[src/rtl/if_fetch.sv]
// Instruction-fetch stage: owns the fetch PC, runs a single-outstanding
// req/ack instruction-memory port, buffers returned words in a small FIFO
// and presents {pc, inst, valid} to decode. Supports decode stall and
// branch/exception redirect (flush).
module if_fetch #(
    parameter logic [31:0] RESET_PC   = 32'h0000_0000,
    parameter int          FIFO_DEPTH = 2
) (
    input  logic        clk,
    input  logic        rst,
    output logic        imem_req_o,
    output logic [31:0] imem_addr_o,
    input  logic        imem_ack_i,
    input  logic [31:0] imem_rdata_i,
    input  logic        stall_i,
    input  logic        flush_i,
    input  logic [31:0] new_pc_i,
    output logic [31:0] pc_o,
    output logic [31:0] inst_o,
    output logic        inst_valid_o
);

    localparam int PTR_W = (FIFO_DEPTH > 1) ? $clog2(FIFO_DEPTH) : 1;
    localparam int CNT_W = PTR_W + 1;
    localparam logic [CNT_W-1:0] DEPTH_C = CNT_W'(FIFO_DEPTH);

    typedef enum logic [1:0] {
        IDLE = 2'd0,
        REQ  = 2'd1,
        DROP = 2'd2
    } state_t;

    state_t             state_reg;
    logic [31:0]        fetch_pc_reg;
    logic [31:0]        req_addr_reg;
    logic [CNT_W-1:0]   count_reg;
    logic [CNT_W-1:0]   count_next;
    logic [PTR_W-1:0]   wr_ptr_reg;
    logic [PTR_W-1:0]   rd_ptr_reg;
    logic [31:0]        fifo_pc_mem   [FIFO_DEPTH];
    logic [31:0]        fifo_inst_mem [FIFO_DEPTH];

    logic               push;
    logic               pop;
    logic               has_room;
    logic [31:0]        new_pc_aligned;
    logic [31:0]        fetch_pc_inc;

    // Redirect targets are always word aligned; low two bits are dropped.
    assign new_pc_aligned = new_pc_i & 32'hFFFF_FFFC;
    assign fetch_pc_inc   = fetch_pc_reg + 32'd4;

    // Memory port is a pure decode of the FSM state and the held address.
    assign imem_req_o  = (state_reg != IDLE);
    assign imem_addr_o = req_addr_reg;

    // Only a completed, non-flushed REQ transfer carries a useful word.
    assign push = (state_reg == REQ) && imem_ack_i && !flush_i;
    assign pop  = inst_valid_o && !stall_i && !flush_i;

    assign inst_valid_o = (count_reg != '0);

    // Occupancy after this edge; flush wins over push and pop.
    always_comb begin
        count_next = count_reg;
        if (flush_i) begin
            count_next = '0;
        end else if (push && !pop) begin
            count_next = count_reg + CNT_W'(1);
        end else if (pop && !push) begin
            count_next = count_reg - CNT_W'(1);
        end
    end

    assign has_room = (count_next < DEPTH_C);

    // Fetch FSM: issue requests while there is room, discard stale data after a redirect.
    always_ff @(posedge clk) begin
        if (rst) begin
            state_reg    <= IDLE;
            fetch_pc_reg <= RESET_PC;
            req_addr_reg <= RESET_PC;
        end else begin
            case (state_reg)
                IDLE: begin
                    if (flush_i) begin
                        fetch_pc_reg <= new_pc_aligned;
                        req_addr_reg <= new_pc_aligned;
                        state_reg    <= REQ;
                    end else if (has_room) begin
                        req_addr_reg <= fetch_pc_reg;
                        state_reg    <= REQ;
                    end
                end
                REQ: begin
                    if (flush_i) begin
                        fetch_pc_reg <= new_pc_aligned;
                        if (imem_ack_i) begin
                            // Returned word is stale; restart straight at the target.
                            req_addr_reg <= new_pc_aligned;
                            state_reg    <= REQ;
                        end else begin
                            // Request must stay up until memory acks it.
                            state_reg    <= DROP;
                        end
                    end else if (imem_ack_i) begin
                        fetch_pc_reg <= fetch_pc_inc;
                        if (has_room) begin
                            req_addr_reg <= fetch_pc_inc;
                            state_reg    <= REQ;
                        end else begin
                            state_reg    <= IDLE;
                        end
                    end
                end
                DROP: begin
                    if (flush_i) begin
                        fetch_pc_reg <= new_pc_aligned;
                    end
                    if (imem_ack_i) begin
                        req_addr_reg <= flush_i ? new_pc_aligned : fetch_pc_reg;
                        state_reg    <= REQ;
                    end
                end
                default: begin
                    state_reg <= IDLE;
                end
            endcase
        end
    end

    // FIFO pointers and occupancy; reset and flush both empty the buffer.
    always_ff @(posedge clk) begin
        if (rst || flush_i) begin
            wr_ptr_reg <= '0;
            rd_ptr_reg <= '0;
            count_reg  <= '0;
        end else begin
            if (push) begin
                wr_ptr_reg <= wr_ptr_reg + PTR_W'(1);
            end
            if (pop) begin
                rd_ptr_reg <= rd_ptr_reg + PTR_W'(1);
            end
            count_reg <= count_next;
        end
    end

    // FIFO storage; contents are only observed through the valid-gated head.
    always_ff @(posedge clk) begin
        if (push) begin
            fifo_pc_mem[wr_ptr_reg]   <= req_addr_reg;
            fifo_inst_mem[wr_ptr_reg] <= imem_rdata_i;
        end
    end

    // Head of FIFO to decode; an empty FIFO presents pc 0 and a NOP.
    always_comb begin
        pc_o   = 32'h0;
        inst_o = 32'h0;
        if (inst_valid_o) begin
            pc_o   = fifo_pc_mem[rd_ptr_reg];
            inst_o = fifo_inst_mem[rd_ptr_reg];
        end
    end

endmodule

[config.mk]
export PLATFORM = sky130hd
export DESIGN_NAME = if_fetch
export DESIGN_NICKNAME = d
export VERILOG_FILES = /design/src/rtl/if_fetch.sv
export SDC_FILE = /design/constraint.sdc
export NUM_CORES = 1
export LEC_CHECK = 0
export CAP_MARGIN = 0
export CORE_ASPECT_RATIO = 1.2
export CORE_UTILIZATION = 35
export CTS_BUF_LIST = sky130_fd_sc_hd__clkbuf_4 sky130_fd_sc_hd__clkbuf_8 sky130_fd_sc_hd__clkbuf_16
export CTS_CLUSTER_DIAMETER = 120
export DETAILED_ROUTE_END_ITERATION = 6
export HOLD_SLACK_MARGIN = 0.06
export PLACE_DENSITY_LB_ADDON = 0.12
export SYNTH_ARGS = -nofsm -noshare
export SYNTH_HDL_FRONTEND = slang
export SYNTH_SLANG_ARGS = --single-unit
[constraint.sdc]
create_clock -name clk -period 6.5 [get_ports clk]
set_clock_uncertainty 0.2 [all_clocks]
set_input_delay 1.95 -clock clk [delete_from_list [all_inputs] [get_ports clk]]
set_output_delay 1.95 -clock clk [all_outputs]
set_load 0.01 [all_outputs]
==> reports/metrics.cfg <==
[die]
dieArea_um2 = 27200
die_w_um = 151
start_util_pct = 36.0
rows = 64
ios = 167
die_y_um = 181
core_um2 = 25800

[place]
gp_congestion = 0.896
portBuffers = 164
hpwl_um = 17100

[worst_setup_path]
cp.arrival_ns = 4.96
reg2reg_to = imem_addr_o[19]$_SDFFE_PP0P_
slowest_delay_ns = 0.53
timing.rr.start = state_reg[1]$_SDFFE_PP0P_
critical_path_class = primary input to flip-flop
crit_family = simple AND/OR/NAND/NOR gates
rr_worst_depth = 9
rrSetupSlack_ns = 2.69
slowest_stage = or3_1
crit_chain = clkdlybuf4s50_1, buf_4, nor3b_2, inv_1, ha_1, or3b_1, a311oi_2, or3_1, o221ai_1
endpoint_kind = flip-flop
cp.required_ns = 6.60
startpoint_type = primary input
cp_max_fo = 13
crit_buf_inv = 3

[final_layout]
area_growth_pct = 25.9
layout.nets = 1046
layout.cells.most_common = clkdlybuf4s50_1
fin_util_pct = 45.4
reg_top3 = fifo_inst_mem x64, fifo_pc_mem x64
final_cell_mix = 162 x clkdlybuf4s50_1, 128 x edfxtp_1, 96 x nor2_1, 70 x mux2i_1, 70 x dfxtp_1
drive_gt1_share_pct = 7.10
diodes = 0

[synth]
synth_top_family_by_area = simple AND/OR/NAND/NOR gates
syn_inst = 850
synth-simple-area-share_pct = 16.7
ys_seq_area_share_pct = 56.7
yosys_most_used_dff = edfxtp_1
synth_xor_area_share_pct = 3.10
syn_area_per_cell_um2 = 10.9
synth_cell_type_count = 68
synth_seq_cells = 199
yosys_warnings = 0
synth-edff-count = 128
async_flop_share_pct = 0
synth-compound-area-share_pct = 11.3
synthAdderAreaFrac_pct = 0.539
muxShareOfSynthArea_pct = 7.54
yosys-top-cells-area = edfxtp_1 41%, dfxtp_1 15%, mux2i_1 7.5%
syn_nets = 923
yosys.area.top_type = edfxtp_1
synth_top_area_share_pct = 41.4
netlist_area_um2 = 9290

[route]
drt_iter0_drc = 462
antenna_left = 0
drt_first_pass_iters = 5
drc = 0
via_per_inst = 5.32
wire_per_inst_um = 19.3
wirelength_um = 25400
vias = 7005

[clock_tree]
clock_latency_ns = 0.44
cts_buffers = 17
cts_setup_buffers = 0
cts.sinks = 199
root_buffer = clkbuf_16
htree_levels = 4
cts_hold_buf = 0
cts_max_path_buffers = 2
cts_tree = done
path_clk_slew_ns = 0.07
ctsResizeCount = 0

[worst_hold_path]
min-delay-start = imem_addr_o[4]$_SDFFE_PP0P_
hp-class = flip-flop to flip-flop
min_to = fifo_pc_mem[1][4]$_DFFE_PP_
whs_path_depth = 0

[timing]
period_needed_ns = 4.87
hold_viol_final = 0
setup_viol = 0
worstMarginPinSlew_ns = 0.928
min_period_over_period_pct = 74.9
rsz0062_at_grt = false
drv_slew = 0
slew_headroom_pct = 37.7
finalSetupTns_ns = 0
fmax_ghz = 0.206

[global_route]
antenna_found_initial = 0
grt-ovfl-total = 0
grt_pass1_vias = 6836
grt_use_total_pct = 19.1
grt_max_degree = 47
grt_pass1_wl_um = 39500

[pwr]
total_leakage_power_nw = 3.76
p_comb_share_pct = 9.6
p_per_area_nw_per_um2 = 234
swShare_pct = 23.7
p_clk_share_pct = 37.5
p_switching_w = 0.000650
vdd_drop_max_uv = 157
p_int_w = 0.00209
seqPwrFrac_pct = 52.8

[run]
max-cap-violations = 0

[status]
status = finished clean

## stage by stage
step,hold WS [ns],total power [W],instances,worst slack (ns),area (µm²)
after floorplan,0.253,0.00161,850,0.477,9290
after global placement,0.267,0.00174,1284,1.25,11100
after detailed placement,0.267,0.00174,1284,1.24,11100
after CTS,0.283,0.00277,1316,1.61,11700
after global routing,0.296,0.00285,1316,1.49,11700
final,0.283,0.00274,1316,1.63,11700
## kinds of logic after synthesis
family | Yosys count
xor+xnor | 32
fa+ha+maj | 4
buf+inv | 84
compound gates | 157
simple gates | 304
flops | 199
mux | 70
## worst max path at each step
stage / from / to / slack (ns) / cells after the start
2_1_floorplan: flush_i / fifo_inst_mem[0][0]$_DFFE_PP_ / 0.48 / 5
3_5_place_dp: imem_ack_i / imem_addr_o[19]$_SDFFE_PP0P_ / 1.24 / 9
4_1_cts: flip-flop / pc_o[3] / 1.61 / 4
5_1_grt: imem_ack_i / imem_addr_o[19]$_SDFFE_PP0P_ / 1.49 / 9
6_report: imem_ack_i / imem_addr_o[19]$_SDFFE_PP0P_ / 1.63 / 9
3_3_place_gp: imem_ack_i / imem_addr_o[19]$_SDFFE_PP0P_ / 1.25 / 9
## worst register-to-register path, cell delays in order (launching register included)
cell and delay, ns:
dfxtp_1 0.75, nand2b_1 0.19, buf_4 0.21, nor3b_2 0.08
inv_1 0.47, ha_1 0.30, or3b_1 0.40, a311oi_2 0.35
or3_1 0.53, o221ai_1 0.20
## synth_stat cells (11+ instances only)
| cell | number |
|---|---|
| edfxtp_1 | 128 |
| nor2_1 | 97 |
| dfxtp_1 | 71 |
| mux2i_1 | 70 |
| nand2_1 | 56 |
| a21oi_1 | 48 |
| clkbuf_1 | 36 |
| buf_2 | 27 |
| nand4_1 | 25 |
| o22ai_1 | 21 |
| xnor2_1 | 21 |
| nand3_1 | 20 |
| nor3_1 | 20 |
| and3_1 | 15 |
| nand2b_1 | 14 |
| o211ai_1 | 14 |
| o21ai_0 | 14 |
| nor4_1 | 11 |
## metal layers
layer  routed length (µm)  track usage (%)  vias to the layer above
met5                    0                0                        -
met4                  377             6.64                        0
met3                 1270             3.59                       20
met2                12400             31.5                      195
met1                11400             24.9                     3396
li1                     -                -                     3394
## area by class of cell
cell class | instances | area, µm²
timing repair buffer | 179 | 1770
inverter | 9 | 33.8
clock inverter | 8 | 71.3
clock buffer | 24 | 497
multi-input combinational | 567 | 3650
tap | 330 | 413
fill | 2473 | 14100
sequential | 199 | 5270
## power groups by stage
| stage | Combinational [W] | Clock, W | Sequential [W] |
|---|---|---|---|
| 6_report | 0.000264 | 0.00103 | 0.00145 |
| 5_1_grt | 0.000286 | 0.00111 | 0.00145 |
| 4_1_cts | 0.000265 | 0.00106 | 0.00145 |
| 3_5_place_dp | 0.000264 | 0 | 0.00147 |
| 3_3_place_gp | 0.000262 | 0 | 0.00147 |
| 2_1_floorplan | 0.000156 | 0 | 0.00145 |
Power figures use the tool's default switching activity.
